===== src/rtl/xstat.sv =====
// xstat: status-register exchange with optional privilege check, 1-cycle latency.
// Build option: define XSTAT_TRAP_CHECK_EN to fault exec requests made outside trap mode.
module xstat #(
    parameter int WIDTH = 20
) (
    input  logic             clk,
    input  logic             rst,
    input  logic             exec,
    input  logic [WIDTH-1:0] status_register,
    input  logic             trap_mode,
    input  logic [WIDTH-1:0] current_register,
    output logic [WIDTH-1:0] result,
    output logic [WIDTH-1:0] status_out,
    output logic             status_we,
    output logic             done,
    output logic             fault
);

    logic [WIDTH-1:0] r_result;
    logic [WIDTH-1:0] r_status_out;
    logic             r_status_we;
    logic             r_done;
    logic             r_fault;
    logic             w_priv_ok;

`ifdef XSTAT_TRAP_CHECK_EN
    assign w_priv_ok = trap_mode;
`else
    // trap_mode is still read so the port stays connected; it cannot block the exchange
    assign w_priv_ok = trap_mode | 1'b1;
`endif

    always_ff @(posedge clk or posedge rst) begin
        if (rst) begin
            r_result     <= '0;
            r_status_out <= '0;
            r_status_we  <= 1'b0;
            r_done       <= 1'b0;
            r_fault      <= 1'b0;
        end else begin
            r_status_we <= 1'b0;
            r_done      <= 1'b0;
            r_fault     <= 1'b0;
            if (exec) begin
                r_done <= 1'b1;
                if (w_priv_ok) begin
                    r_result     <= status_register;
                    r_status_out <= current_register;
                    r_status_we  <= 1'b1;
                end else begin
                    // register is written back with its own value; status is left alone
                    r_result <= current_register;
                    r_fault  <= 1'b1;
                end
            end
        end
    end

    assign result     = r_result;
    assign status_out = r_status_out;
    assign status_we  = r_status_we;
    assign done       = r_done;
    assign fault      = r_fault;

endmodule


===== config.mk =====
export PLATFORM = sky130hd
export DESIGN_NAME = xstat
export DESIGN_NICKNAME = d
export VERILOG_FILES = /design/src/rtl/xstat.sv
export SDC_FILE = /design/constraint.sdc
export NUM_CORES = 1
export LEC_CHECK = 0
export CAP_MARGIN = 5
export CORE_MARGIN = 5
export CORE_UTILIZATION = 40
export CTS_CLUSTER_DIAMETER = 100
export DETAILED_ROUTE_END_ITERATION = 8
export PLACE_DENSITY = 0.83
export SLEW_MARGIN = 20
export SYNTH_ARGS = -nofsm -noshare
export SYNTH_HDL_FRONTEND = slang
export SYNTH_SLANG_ARGS = --single-unit

===== constraint.sdc =====
create_clock -name clk -period 2.65 [get_ports clk]
set_clock_uncertainty 0.1 [all_clocks]
set_input_delay 0.265 -clock clk [delete_from_list [all_inputs] [get_ports clk]]
set_output_delay 0.265 -clock clk [all_outputs]
set_load 0.03 [all_outputs]

==> key figures <==
Routing
  – Drt pass-1 iters: 2
  – Routed Antenna Nets: 0
  – Drt initial violations: 30
  – DRC Markers: 0
  – Avg Vias per Cell: 4.64
  – Routed wire length per instance: 16.0 um
  – WL final: 3.59 mm
  – Total number of vias: 1040

Placed design
  – Placed Cells: 217
  – Area after DPL: 0.00239 sq mm
  – Gpl congestion: 0.696
  – # port buffers: 84
  – Post-DP HPWL: 2.76 mm
  – Pre-CTS setup slack: 1.03 ns

Timing
  – Setup violators final: 0
  – Final hold viol count: 0
  – Relative slew slack: 0.416
  – Slew @ Worst Pin: 0.877 ns
  – TNS Setup: 0 ns
  – Hold_ws: 0.231 ns
  – Min cycle time layout: 1.70 ns
  – Post-route worst setup slack: 0.946 ns
  – Tcrit/Tclk final: 0.643
  – Final-report max-slew violation count: 0
  – RSZ-0062 raised after global routing: no
  – Fmax: 587 MHz

Clock network
  – Num CTS Buffers: 5
  – CTS Hold Buffers Added: 0
  – Clock network latency to the later pin of the worst-skew pair: 0.28 ns
  – Clk root buf: clkbuf_8
  – CTS resizes: 0
  – Setup bufs post-CTS: 0
  – Number of H-tree levels: 2
  – Clk buf depth: 2
  – Reg clk slew, reported paths: 0.07 ns
  – CTS Sinks: 41
  – CTS tree: yes

Power and ir drop
  – Pwr dens: 619 mW/mm^2
  – Lkg Pwr: 1.03 nW
  – VDD IR-drop max: 0.434 mV

Floorplan
  – IO Count: 87
  – Die Ht: 72.1 um
  – # rows: 22
  – Starting density of the core: 0.419
  – Die Wd: 72.1 um
  – Core region area: 0.00369 sq mm
  – Die area: 0.00520 sq mm

GRT
  – M2 GR Usage: 0.254
  – Met3 Use GR: 0.0734
  – GRT Max-Usage Layer: met2
  – Largest net degree at the start of global routing: 42
  – Antenna violations before repair: 0
  – First-pass GRT wire length: 5.98 mm
  – Met1 Use GR: 0.159
  – Number of global-route vias before repair: 1209
  – GRT overflow: 0
  – Total Routing Usage GR: 0.149

Critical path
  – Critical Path RT: 2.29 ns
  – WP depth: 1
  – CP Capture Type: output pin
  – Critical path type: flip-flop to output pin
  – Worst-path cell chain: clkdlybuf4s50_1
  – Worst Setup Start Kind: flip-flop
  – Worst path max stage delay: 0.69 ns
  – Crit-path max FO: 2
  – Crit path buf inv count: 1
  – R2R setup slack: 1.77 ns
  – Critical path arrival: 1.34 ns
  – Reg2Reg Depth: 1
  – Worst reg2reg path endpoint: result[18]
  – Worst path slowest cell: clkdlybuf4s50_1
  – Top delay family on crit path: buffers and inverters
  – Worst reg2reg path startpoint: result[18]

Synth
  – Cell variety after synth: 6
  – Cell area after synthesis: 0.00154 sq mm
  – Top post-synthesis cells by area: dfrtp_1, mux2_2, buf_6
  – Mapped Nets: 133
  – Largest area contributor in the netlist: dfrtp_1
  – Yosys top cell area share: 0.665
  – Cells after Synth: 89
  – Yosys reg bits: 41
  – Warnings from Yosys: 0
  – Syn Area/Cell: 17.3 sq um
  – Sequential area share after synthesis: 0.665

Final layout
  – Non-filler instance count after layout: 224
  – Layout Nets: 220
  – Share of cells above drive strength 1: 0.278
  – Area Growth Syn to Fin: 60.7%
  – Fillers: 260
  – N_diodes: 0
  – Post-layout instance area: 0.00248 sq mm

Hold path
  – HP Class: input pin to asynchronous set/reset pin

Run status
  – Status: completed

Run
  – Maxcap violations: 0
-- worst min-delay path, cell delays in order --
cell and delay, ns:
clkdlybuf4s50_1 0.40, inv_1 0.07, buf_4 0.26
-- how the worst max path moves through the flow --
stage                              start             end  slack, ns
after CTS                  status_out[5]   status_out[5]       0.93
after global routing      status_out[19]  status_out[19]       0.89
after floorplan                      rst            done       1.34
after global placement              exec      result[11]       1.10
final                         result[18]      result[18]       0.95
after detailed placement            exec       result[3]       1.03
-- layout by cell type (no fill, tap or decap) --
cell and instances:
buf_2 1, buf_4 2, clkbuf_1 1, clkbuf_8 6
clkdlybuf4s50_1 83, conb_1 1, dfrtp_1 41, inv_1 1
mux2_2 40
-- per-layer routing --
layer | routed length, um | up-vias
met1 | 1300 | 507
met2 | 1840 | 52
met5 | 0 | -
li1 | - | 476
met3 | 411 | 5
met4 | 46 | 0
-- layout make-up --
class                   instances  area, sq um  share of cell area
flip-flops and latches         41         1030               0.414
repair buffers                 86          851               0.343
multi-input cells              41          454               0.183
clock buffers                   7         86.3              0.0348
well taps                      48         60.1              0.0242
inverters                       1         3.75             0.00151
-- kinds of logic (layout without fill, tap and decap cells) --
family,Yosys count,after routing,synth area share
buf+inv,7,94,0.0413
flops,41,41,0.665
mux,40,40,0.292
other cells,1,1,0.00243
-- Yosys cell counts --
cell     count
buf_4        2
buf_6        4
conb_1       1
dfrtp_1     41
inv_1        1
mux2_2      40
-- power breakdown --
| group | switching (W) | internal (W) |
|---|---|---|
| Combinational | 0.000205 | 0.000212 |
| Clock | 0.000193 | 0.000207 |
| Sequential | 0.0000323 | 0.000687 |
| Total | 0.000430 | 0.00111 |
-- stage by stage --
step           total power (W)  utilization
5_1_grt                0.00160        0.673
4_1_cts                0.00156        0.673
3_5_place_dp           0.00115        0.649
6_report               0.00154        0.673
3_3_place_gp           0.00114        0.649
2_1_floorplan         0.000947            -
-- sequential cells by signal, indices dropped and copies added (netlist names) --
signal      count
done            1
result         20
status_out     20
No activity file was read; power rests on OpenSTA's default activity.
==> patch, RTL diff (config.mk and constraints unchanged) <==
Make the reset (`rst`) synchronous in one clocked block.
--- a/src/rtl/xstat.sv
+++ b/src/rtl/xstat.sv
@@ -30,7 +30,7 @@
     assign w_priv_ok = trap_mode | 1'b1;
 `endif
 
-    always_ff @(posedge clk or posedge rst) begin
+    always_ff @(posedge clk) begin
         if (rst) begin
             r_result     <= '0;
             r_status_out <= '0;
Check against the original RTL: differs if rst is asserted again (counterexample within 4 cycles, from zero or initial values and one cycle with rst high); with rst held inactive, the same outputs for 10 cycles.
==> patch against the original RTL <==
- critical path depth unchanged
- first-iteration DRC count is 40% higher
- area after synthesis is 2.6% lower
- count of clock-buffer cells in the layout down 1
- non-clock buffer count grew 1
- cell count up 19%
- combinational power down 29%
- routed wire length fell by 6.7%
- sequential cell count is the same
- total power shrank 3.3%
- worst setup slack better by 0.018 ns
- final area is 2.0% lower
- largest cell class is now buffers
==> patch: results (changes against the original RTL) <==
Power
  – Switching Share: 0.251 (was 0.280)
  – Clk pwr share: 0.349 (was 0.260)
  – Worst vdd ir: 0.414 mV (was 0.434 mV)
  – Pleak: 1.04 nW (was 1.03 nW)
  – Comb. pwr: 0.296 mW (was 0.417 mW)

Synth
  – Syn_nets: 178 (was 133)
  – Async S/R FF share, synth: 0 (was 1.00)
  – Synth area leaders: dfxtp_1, mux2i_1, nor2_1, buf_12, buf_4 (was dfrtp_1, mux2_2, buf_6, buf_4, conb_1)

Critical path
  – FF-to-FF setup slack: 1.93 ns (was 1.77 ns)
  – Arr. time, crit path: 1.32 ns (was 1.34 ns)
  – R2R cell count: 2 (was 1)

STA
  – Hold WS: 0.386 ns (was 0.231 ns)
  – Final worst slack: 0.964 ns (was 0.946 ns)

Routing
  – Vias/cell: 4.49 (was 4.64)
  – DRT iter0 DRCs: 42 (was 30)
  – WL/cell: 12.6 um (was 16.0 um)

Cells and area
  – Layout Nets: 261 (was 220)
  – Fin cells: 266 (was 224)
  – Share of cells above drive strength 1: 0.0550 (was 0.278)
  – Register area: 821 um2 (was 0.00103 mm2)

Placement
  – Post-DP Area: 0.00231 mm2 (was 0.00239 mm2)
  – Dpl hpwl: 2470 um (was 2760 um)
  – DP Worst Slack: 1.28 ns (was 1.03 ns)

Outcome
  – Outcome: completed (unchanged)

Global routing
  – Vias in the first global route: 1,175 (was 1,209)
-- patch: changes by cell type in the layout (fill, tap and decap cells not counted), sizes merged --
cell      unedited run  this run
dfrtp               41         0
dfxtp                0        41
mux2                40         0
mux2i                0        40
nor2                 0        40
buf                  3         4
bufinv               0         1
clkbuf               7         6
clkinvlp             0         1
inv                  1         0
nor2b                0         1
-- patch: metal layers --
metal	share of wire	up-vias
li1	-	597
met1	0.40	534
met2	0.42	56
met3	0.16	7
met4	0.018	0
met5	0	-
-- patch: how the worst max path moves through the flow --
stage,from,endpoint,cells after the start
after detailed placement,result[1],result[1],1
after CTS,status_out[18],status_out[18],1
after global placement,result[14],result[14],1
final,status_out[18],status_out[18],1
after global routing,result[1],result[1],1
after floorplan,done,status_we,1
-- patch: area by class of cell --
cell class	count	area share
repair buffers	87	0.358
multi-input cells	82	0.230
flip-flops and latches	41	0.337
clock inverters	2	0.0154
well taps	48	0.0247
clock buffers	6	0.0340
